### src/rtl/demux_route.sv
// demux_route: buffered 1-to-N word demultiplexer with per-channel valid/ack,
// accepted-word counter and sticky bad-select flag. DEMUX_BROADCAST_EN adds in_bcast.
module demux_route #(
   parameter int WIDTH = 32,
   parameter int N_OUT = 16,
   parameter int SEL_W = 4
) (
   input  logic                     clk,
   input  logic                     reset,
   input  logic [WIDTH-1:0]         in_data,
   input  logic [SEL_W-1:0]         in_sel,
   input  logic                     in_valid,
   output logic                     in_ready,
   output logic [N_OUT*WIDTH-1:0]   out_data,
   output logic [N_OUT-1:0]         out_valid,
   input  logic [N_OUT-1:0]         out_ack,
   output logic [15:0]              acc_cnt,
`ifdef DEMUX_BROADCAST_EN
   input  logic                     in_bcast,
`endif
   output logic                     sel_err
);

   localparam logic [SEL_W:0] N_OUT_L = (SEL_W+1)'(N_OUT);

   logic [WIDTH-1:0] data_r [N_OUT];
   logic [N_OUT-1:0] valid_r;
   logic [15:0]      acc_r;
   logic             sel_err_r;

   logic [N_OUT-1:0] free_s;
   logic [N_OUT-1:0] onehot_s;
   logic [N_OUT-1:0] load_s;
   logic             sel_ok_s;
   logic             bcast_s;
   logic             ready_s;
   logic             accept_s;
   logic             bad_s;

`ifdef DEMUX_BROADCAST_EN
   assign bcast_s = in_bcast;
`else
   assign bcast_s = 1'b0;
`endif

   // Channel decode, readiness and accept/load strobes
   always_comb begin
      free_s   = ~valid_r | out_ack;
      sel_ok_s = ({1'b0, in_sel} < N_OUT_L);
      onehot_s = '0;
      for (int k = 0; k < N_OUT; k++) begin
         if (sel_ok_s && (in_sel == SEL_W'(k))) begin
            onehot_s[k] = 1'b1;
         end else begin
            onehot_s[k] = 1'b0;
         end
      end
      if (reset) begin
         ready_s = 1'b0;
      end else if (bcast_s) begin
         ready_s = &free_s;
      end else if (!sel_ok_s) begin
         ready_s = 1'b1;
      end else begin
         ready_s = |(onehot_s & free_s);
      end
      accept_s = in_valid & ready_s & (sel_ok_s | bcast_s);
      bad_s    = in_valid & ready_s & ~sel_ok_s & ~bcast_s;
      if (!accept_s) begin
         load_s = '0;
      end else if (bcast_s) begin
         load_s = '1;
      end else begin
         load_s = onehot_s;
      end
   end

   // Channel holding registers, counter and sticky error
   always_ff @(posedge clk) begin
      if (reset) begin
         valid_r   <= '0;
         acc_r     <= 16'd0;
         sel_err_r <= 1'b0;
         for (int k = 0; k < N_OUT; k++) begin
            data_r[k] <= '0;
         end
      end else begin
         for (int k = 0; k < N_OUT; k++) begin
            if (load_s[k]) begin
               data_r[k]  <= in_data;
               valid_r[k] <= 1'b1;
            end else if (out_ack[k]) begin
               valid_r[k] <= 1'b0;
            end else begin
               valid_r[k] <= valid_r[k];
            end
         end
         if (accept_s) begin
            acc_r <= acc_r + 16'd1;
         end else begin
            acc_r <= acc_r;
         end
         if (bad_s) begin
            sel_err_r <= 1'b1;
         end else begin
            sel_err_r <= sel_err_r;
         end
      end
   end

   genvar g;
   generate
      for (g = 0; g < N_OUT; g++) begin : g_slot
         assign out_data[g*WIDTH +: WIDTH] = data_r[g];
      end
   endgenerate

   assign in_ready  = ready_s;
   assign out_valid = valid_r;
   assign acc_cnt   = acc_r;
   assign sel_err   = sel_err_r;

endmodule
### config.mk
export PLATFORM = sky130hd
export DESIGN_NAME = demux_route
export DESIGN_NICKNAME = d
export VERILOG_FILES = /design/src/rtl/demux_route.sv
export SDC_FILE = /design/constraint.sdc
export NUM_CORES = 1
export LEC_CHECK = 0
export BUFFER_PORTS_ARGS = -buffer_cell sky130_fd_sc_hd__buf_2
export CAP_MARGIN = 20
export CORE_AREA = 2 2 237 239
export CTS_CLUSTER_SIZE = 24
export DETAILED_ROUTE_END_ITERATION = 8
export DIE_AREA = 0 0 239 241
export PLACE_DENSITY_LB_ADDON = 0.2
export REMOVE_ABC_BUFFERS = 1
export SLEW_MARGIN = 20
export SYNTH_ARGS = -nofsm -noshare
export SYNTH_HDL_FRONTEND = slang
export SYNTH_SLANG_ARGS = --single-unit
### constraint.sdc
create_clock -name clk -period 10.3 [get_ports clk]
set_clock_uncertainty 0.1 [all_clocks]
set_input_delay 1.03 -clock clk [delete_from_list [all_inputs] [get_ports clk]]
set_output_delay 1.03 -clock clk [all_outputs]
set_load 0.05 [all_outputs]
Word-level counts from Yosys, hierarchy flattened
Memories as Yosys holds them, arrays and structs flattened.
Cells that the tools add are included.
Storage, ports and cells
  output and inout bits: 546
  RAM bits: 512
  input port bits: 55
  memories: 1
  register bits: 32
  logic and storage cells: 188
Cells by class
  bitwise gates (word level): 20
  muxes and demuxes: 116
  reduce and logical (&&, ||, !) cells: 18
  add/sub/neg operators: 1
  equal/unequal tests: 15
Memories
  data_r: depth 16, width 32, rd ports 16, clocked after memory_dff 0, wr ports 16, RTL line 26  | logic [WIDTH-1:0] data_r [N_OUT];
Operators with widths (count)
  $mux W32: 16
  $mux W1: 99
  $eq A4 B4 Y1 const B: 8
  $reduce_bool A2 Y1: 16
  $add A16 B1 Y16 const B: 1
  $and A16 B16 Y16: 1
  $eq A4 B3 Y1 const B: 4
  $mux W16: 1
  $not A16 Y16: 1
  $or A1 B1 Y1: 16
  $or A16 B16 Y16: 1
  $reduce_or A16 Y1: 1
  $eq A4 B2 Y1 const B: 2
  $eq A4 B1 Y1 const B: 1
  $logic_not A4 Y1: 1
  $and A1 B1 Y1: 1

Longest topological paths before layout
Gate-level depths: netlist (run 1).
  word-level depth: 11
  mapped depth: 10
  gate-level depth less buffers: 6

Worst setup path before layout (run 1)
OpenSTA, ideal clock, no wires.
  path kind: input -> register
  start point: input port in_sel[0]
  end point: memory data_r[4][0], in the netlist data_r[0][128], enable pin
  slack: 5.810 ns
  stages: 8
  data arrival time: 3.962 ns
  buffers on the path: 3
  library setup time: 0.428 ns
  data required time: 9.772 ns
  path through: buf_4 -> or2_1 -> clkbuf_1 -> o211ai_1 -> a2111oi_4 -> buf_6 -> or3_1 -> o21bai_1
RTL lines
  from (decl): RTL line 11  | input logic [SEL_W-1:0] in_sel,
  to (decl): RTL line 26

Worst setup path in the final report (run 1)
  start point: input port in_sel[2]
  end point: output port in_ready
Between the ends
  word-level cells in the longest chain between the ends: 5
  elaborated cells on any way between the ends: 35
  classes of those cells: eq/ne (15); mux (17); bitwise (1); reduce/logical (2)
RTL lines
  $eq A4 B1 Y1 (tied with other cells): RTL line 52  | if (sel_ok_s && (in_sel == SEL_W'(k))) begin
  $mux W1: RTL line 52
  $and A16 B16 Y16 *: RTL line 65  | ready_s = |(onehot_s & free_s);
  $reduce_or A16 Y1 *: RTL line 65
  $mux W1 *: RTL line 58  | if (reset) begin
  to (decl): RTL line 13  | output logic in_ready,
Every way passes the cells marked *; elsewhere a longest branch is shown, timed or not.

==> results.yml, run 1 <==
synth:
  async_reset_ff_share_pct: 0
  syn_area_per_cell_um2: 16.1
  synth_seq_area_share_pct: 83.0
  yosysTopAreaCell: "edfxtp_1"
  synth_area_leaders: "edfxtp_1, nor2_1, dfxtp_1"
  synth_top_area_share_pct: 79.7
  yosysWarnings: 0
  syn_area_um2: 19300
  ys_seq_elements: 544
  ys.flop_type: "edfxtp_1"
  synthCells: 1198
  synth_edf_count: 512
  synthDistinctLibCells: 38
detailed_routing:
  post_drt_wl_per_cell_um: 26.1
  first_iter_violations: 1025
  num_vias: 12800
  routed_via_density: 4.99
  ant_nets: 0
  routed_wl_mm: 66.8
  drc: 0
  drtPass1Iterations: 6
cells_and_area:
  syn_to_final_growth_pct: 30.2
  diodes: 0
  drive_gt1_share_pct: 39.4
  fin_nets: 1866
  final_cell_area_um2: 25100
  postLayoutCoreUtil_pct: 45.8
  layout_common_cells: "buf_2, edfxtp_1, nor2_1"
  final_common_cell: "buf_2"
power_and_ir_drop:
  finalPower_mw: 5.54
  ir_drop_mv: 0.111
  powerDensity_nw_per_um2: 220
  leakage_nw: 9.61
cts:
  cts_hold_buffers: 0
  clock_latency_ns: 0.60
  clk_path_buf_depth: 3
  cts_buffers: 55
  cts.clk_slew.worst_paths_ns: 0.06
  cts-root-buf: "clkbuf_16"
  htreeDepth: 2
  tritoncts: "yes"
  ctsResizeCount: 0
  clkSinkCount: 544
  postCtsSetupBuffers: 0
die:
  die_y_um: 241
  start_util_pct: 35.2
  dieWidth_um: 239
  core_um2: 54900
  io_pins: 601
  num_rows: 86
  die-area_um2: 57600
grt:
  grt_pass1_vias: 12200
  gr-total-overflow: 0
  grt_max_degree: 67
  grt_usage_pct: 22.3
  antenna_found_initial: 1
  grt_pass1_wl_mm: 90.7
worst_setup_path:
  critical_path_peak_fanout: 36
  worstPathArrival_ns: 3.43
  end_kind: "primary output"
  critPathKind: "input port to primary output"
  cp-start-kind: "input port"
  cp.required_ns: 9.17
place:
  place_hpwl_mm: 46.8
  postPlaceCellArea_um2: 23200
  numPortBuffers: 599
  gp_congestion: 0.795
timing:
  fin_crit_ns: 4.56
  slew_headroom_pct: 28.4
  fmaxAchievable_ghz: 0.219
  tightestPinTransition_ns: 1.07
  finalSetupTns_ns: 0
  finalSetupViolCount: 0
  finalCritPeriodShare_pct: 44.3
  drv_slew: 0
  finalHoldViolations: 0
  rsz0062_at_grt: "no"
min_path:
  holdCritPathClass: "register to register"
outcome:
  status: "complete, no violations"
run:
  drv_cap: 0
-- Yosys cell counts (all sizes together) (4+ instances only) --
library cell / n
edfxtp: 512
nor2: 264
nand2: 74
and2: 65
buf: 45
nor2b: 35
dfxtp: 32
clkbuf: 18
a21oi: 16
nand3: 16
nand2b: 15
o31ai: 13
or4: 13
o21bai: 12
o22ai: 12
inv: 8
or3: 8
nand3b: 7
a21o: 4
nand4: 4
o2111ai: 4
o21ai: 4
o32ai: 4
-- worst paths after layout --
check	from	end	slack (ns)	cells after the start
setup / recovery	in_sel[2]	in_ready	5.74	8
setup reg to reg	out_valid[4]$_SDFFE_PP0P_	data_r[1][197]$_DFFE_PP_	7.15	8
hold reg to reg	acc_cnt[15]$_SDFFE_PP0N_	acc_cnt[15]$_SDFFE_PP0N_	0.38	2
hold / removal	acc_cnt[15]$_SDFFE_PP0N_	acc_cnt[15]$_SDFFE_PP0N_	0.38	2
-- report_power, final --
group	switching (mW)	internal, mW	leakage [nW]
logic	0.719	0.129	3.43
clock network	0.853	1.23	0.925
registers	0.0417	2.56	5.25
-- sequential cells by signal, indices dropped and copies added (netlist names) --
| register | count |
|---|---|
| data_r | 512 |
| acc_cnt | 16 |
| out_valid | 16 |
-- stage by stage --
stage / hold WS, ns / instances / setup slack [ns]
6_report: 0.380 / 2559 / 5.74
5_1_grt: 0.419 / 2559 / 5.61
4_1_cts: 0.380 / 2557 / 5.76
3_5_place_dp: 0.371 / 2455 / 5.31
3_3_place_gp: 0.359 / 2452 / 5.30
2_1_floorplan: 0.598 / 1135 / 4.91
-- area by class of cell --
cell class | instances | area [um^2]
Timing Repair Buffer | 618 | 3240
Sequential cell | 544 | 16000
Clock inverter | 34 | 378
Multi-Input combinational cell | 583 | 3080
Tap cell | 704 | 881
Clock buffer | 68 | 1500
Fill cell | 4960 | 29800
Inverter | 8 | 30.0
-- critical path, cell delays in order --
cell	delay (ns)
buf_2	0.23
nor2b_4	0.91
a22oi_2	0.18
o211ai_1	0.30
a2111oi_4	0.09
buf_4	0.26
nor2_1	0.11
buf_2	0.28
-- logic make-up (layout without fill, tap and decap cells) --
logic type | after synthesis | count (layout) | share of synthesized area, %
flip-flops | 544 | 544 | 83.0
AND/OR/NAND/NOR | 506 | 506 | 12.1
AO/OA/AOI/OAI | 75 | 75 | 2.76
buffers and inverters | 71 | 728 | 2.06
adder cells (fa/ha/maj) | 1 | 1 | 0.0648
other | 1 | 1 | 0.0194
-- layer usage --
| metal | vias to the layer above | global-route usage [%] | share of wire [%] |
|---|---|---|---|
| met5 | - | 0 | 0 |
| met4 | 0 | 6.95 | 2.8 |
| met3 | 88 | 5.99 | 8.1 |
| met2 | 593 | 37.4 | 50 |
| met1 | 6514 | 28.2 | 40 |
| li1 | 5568 | - | - |
(Power assumes the default switching activity.)
==> run 2: changes to the inputs <==
==> constraint.sdc (replaced) <==
create_clock -name clk -period 4.2 [get_ports clk]
set_clock_uncertainty 0.1 [all_clocks]
set_input_delay 0.42 -clock clk [delete_from_list [all_inputs] [get_ports clk]]
set_output_delay 0.42 -clock clk [all_outputs]
set_load 0.05 [all_outputs]
==> run 2 against run 1 <==
Net effect:
- non-clock buffer count up 24
- die area unchanged
- global-route usage is 0.41 points higher
- highest routed layer unchanged
- register-to-register slack got worse by 5.9 ns
- clock-buffer cell count grew 1
- largest cell class unchanged
- critical path depth is 1 higher
- sequential share of layout area down 0.16 points
- combinational power up 150%
==> results.yml, run 2 (synthesis results as in run 1) <==
run:
  drv_cap: 0
timing:
  rsz0062_at_grt: "no"
  finalSetupViolCount: 0
  tightestPinTransition_ns: 1.01
  finalCritPeriodShare_pct: 82.7
  slew_headroom_pct: 32.6
  fmaxAchievable_ghz: 0.288
  layout_setup_ws_ns: 0.727
  fin_crit_ns: 3.47
  finalHoldViolations: 0
  drv_slew: 0
  hold_slack_ns: 0.0340
detailed_routing:
  drc: 0
  post_drt_wl_per_cell_um: 26.3
  routed_wl_mm: 67.9
  first_iter_violations: 1010
  ant_nets: 0
  routed_via_density: 4.95
  drtPass1Iterations: 6
  num_vias: 12800
worst_setup_path:
  critical_path_peak_fanout: 39
  worstPathArrival_ns: 2.95
  end_kind: "primary output"
  cp.required_ns: 3.68
  cp-start-kind: "input port"
  r2r_setup_slack_ns: 1.27
  critPathKind: "input port to primary output"
outcome:
  status: "complete, no violations"
cts:
  cts.clk_slew.worst_paths_ns: 0.06
  clkSinkCount: 544
  postCtsSetupBuffers: 0
  htreeDepth: 2
  cts_hold_buffers: 4
  clk_path_buf_depth: 3
  tritoncts: "yes"
  cts-root-buf: "clkbuf_16"
  cts_buffers: 55
  ctsResizeCount: 0
  clock_latency_ns: 0.60
cells_and_area:
  drive_gt1_share_pct: 39.5
  postLayoutCoreUtil_pct: 45.9
  syn_to_final_growth_pct: 30.5
  layout_common_cells: "buf_2, edfxtp_1, nor2_1"
  largest_reg_flops: 512
  final_common_cell: "buf_2"
  top_register: "data_r"
  finalNonFillerCells: 2584
  fin_nets: 1890
  fillers: 4951
grt:
  grt_pass1_vias: 12600
  grt_usage_pct: 22.7
  gr-total-overflow: 0
  grt_max_degree: 65
  antenna_found_initial: 0
  grt_pass1_wl_mm: 92.2
die:
  io_pins: 601
  num_rows: 86
  dieWidth_um: 239
  start_util_pct: 35.2
  die_y_um: 241
  die-area_um2: 57600
  core_um2: 54900
place:
  dp_slack_ns: 0.601
  gp_congestion: 0.841
  numPortBuffers: 599
  place_hpwl_mm: 47.8
  place_inst: 2477
min_path:
  holdCritPathClass: "input port to register"
power_and_ir_drop:
  powerDensity_nw_per_um2: 532
  leakage_nw: 9.65
  ir_drop_mv: 0.264
  finalPower_mw: 13.4
[run 2: path summary, 6_finish.rpt]
kind,from,to,cells after the start
worst max-delay path,out_ack[11],in_ready,9
worst min-delay path,out_ack[9],out_valid[9]$_SDFFE_PP0P_,3
worst max register to register,out_valid[12]$_SDFFE_PP0P_,data_r[1][196]$_DFFE_PP_,8
worst min register to register,acc_cnt[15]$_SDFFE_PP0N_,acc_cnt[15]$_SDFFE_PP0N_,2
[run 2: metal layers]
metal / share of wire [%] / wire length, um / track usage [%]
met5: 0 / 0 / 0
met1: 39 / 26800 / 28.3
met4: 3.4 / 2320 / 8.18
met2: 49 / 33500 / 38.0
met3: 7.8 / 5290 / 6.21
[run 2: worst max-delay path: stages]
cell and delay [ns]:
dlygate4sd3_1 0.56, buf_2 0.13, nand3b_1 0.15, o2111ai_1 0.12, o211ai_1 0.16, a2111oi_4 0.59, buf_4 0.47, nor2_1 0.10
buf_2 0.23
[run 2: where the power goes]
group	switching [mW]	internal, mW	total (mW)
sequential	0.105	6.28	6.39
combinational	1.77	0.325	2.09
clock	2.06	2.85	4.91
total	3.93	9.45	13.4
[run 2: area by class of cell]
class	count	area, um^2	share of cell area (%)
inverter	8	30.0	0.119
timing repair buffer	642	3400	13.5
clock inverter	32	312	1.24
sequential	544	16000	63.6
tap	704	881	3.50
antenna	2	5.00	0.0199
multi-input combinational	583	3070	12.2
clock buffer	69	1470	5.84
[run 2: stage by stage]
step / TNS, ns / area (um^2)
finish: 0 / 25200
detailed placement: 0 / 23400
CTS: 0 / 25200
global placement: 0 / 23300
global route: 0 / 25200
floorplan: -169.60 / 18900
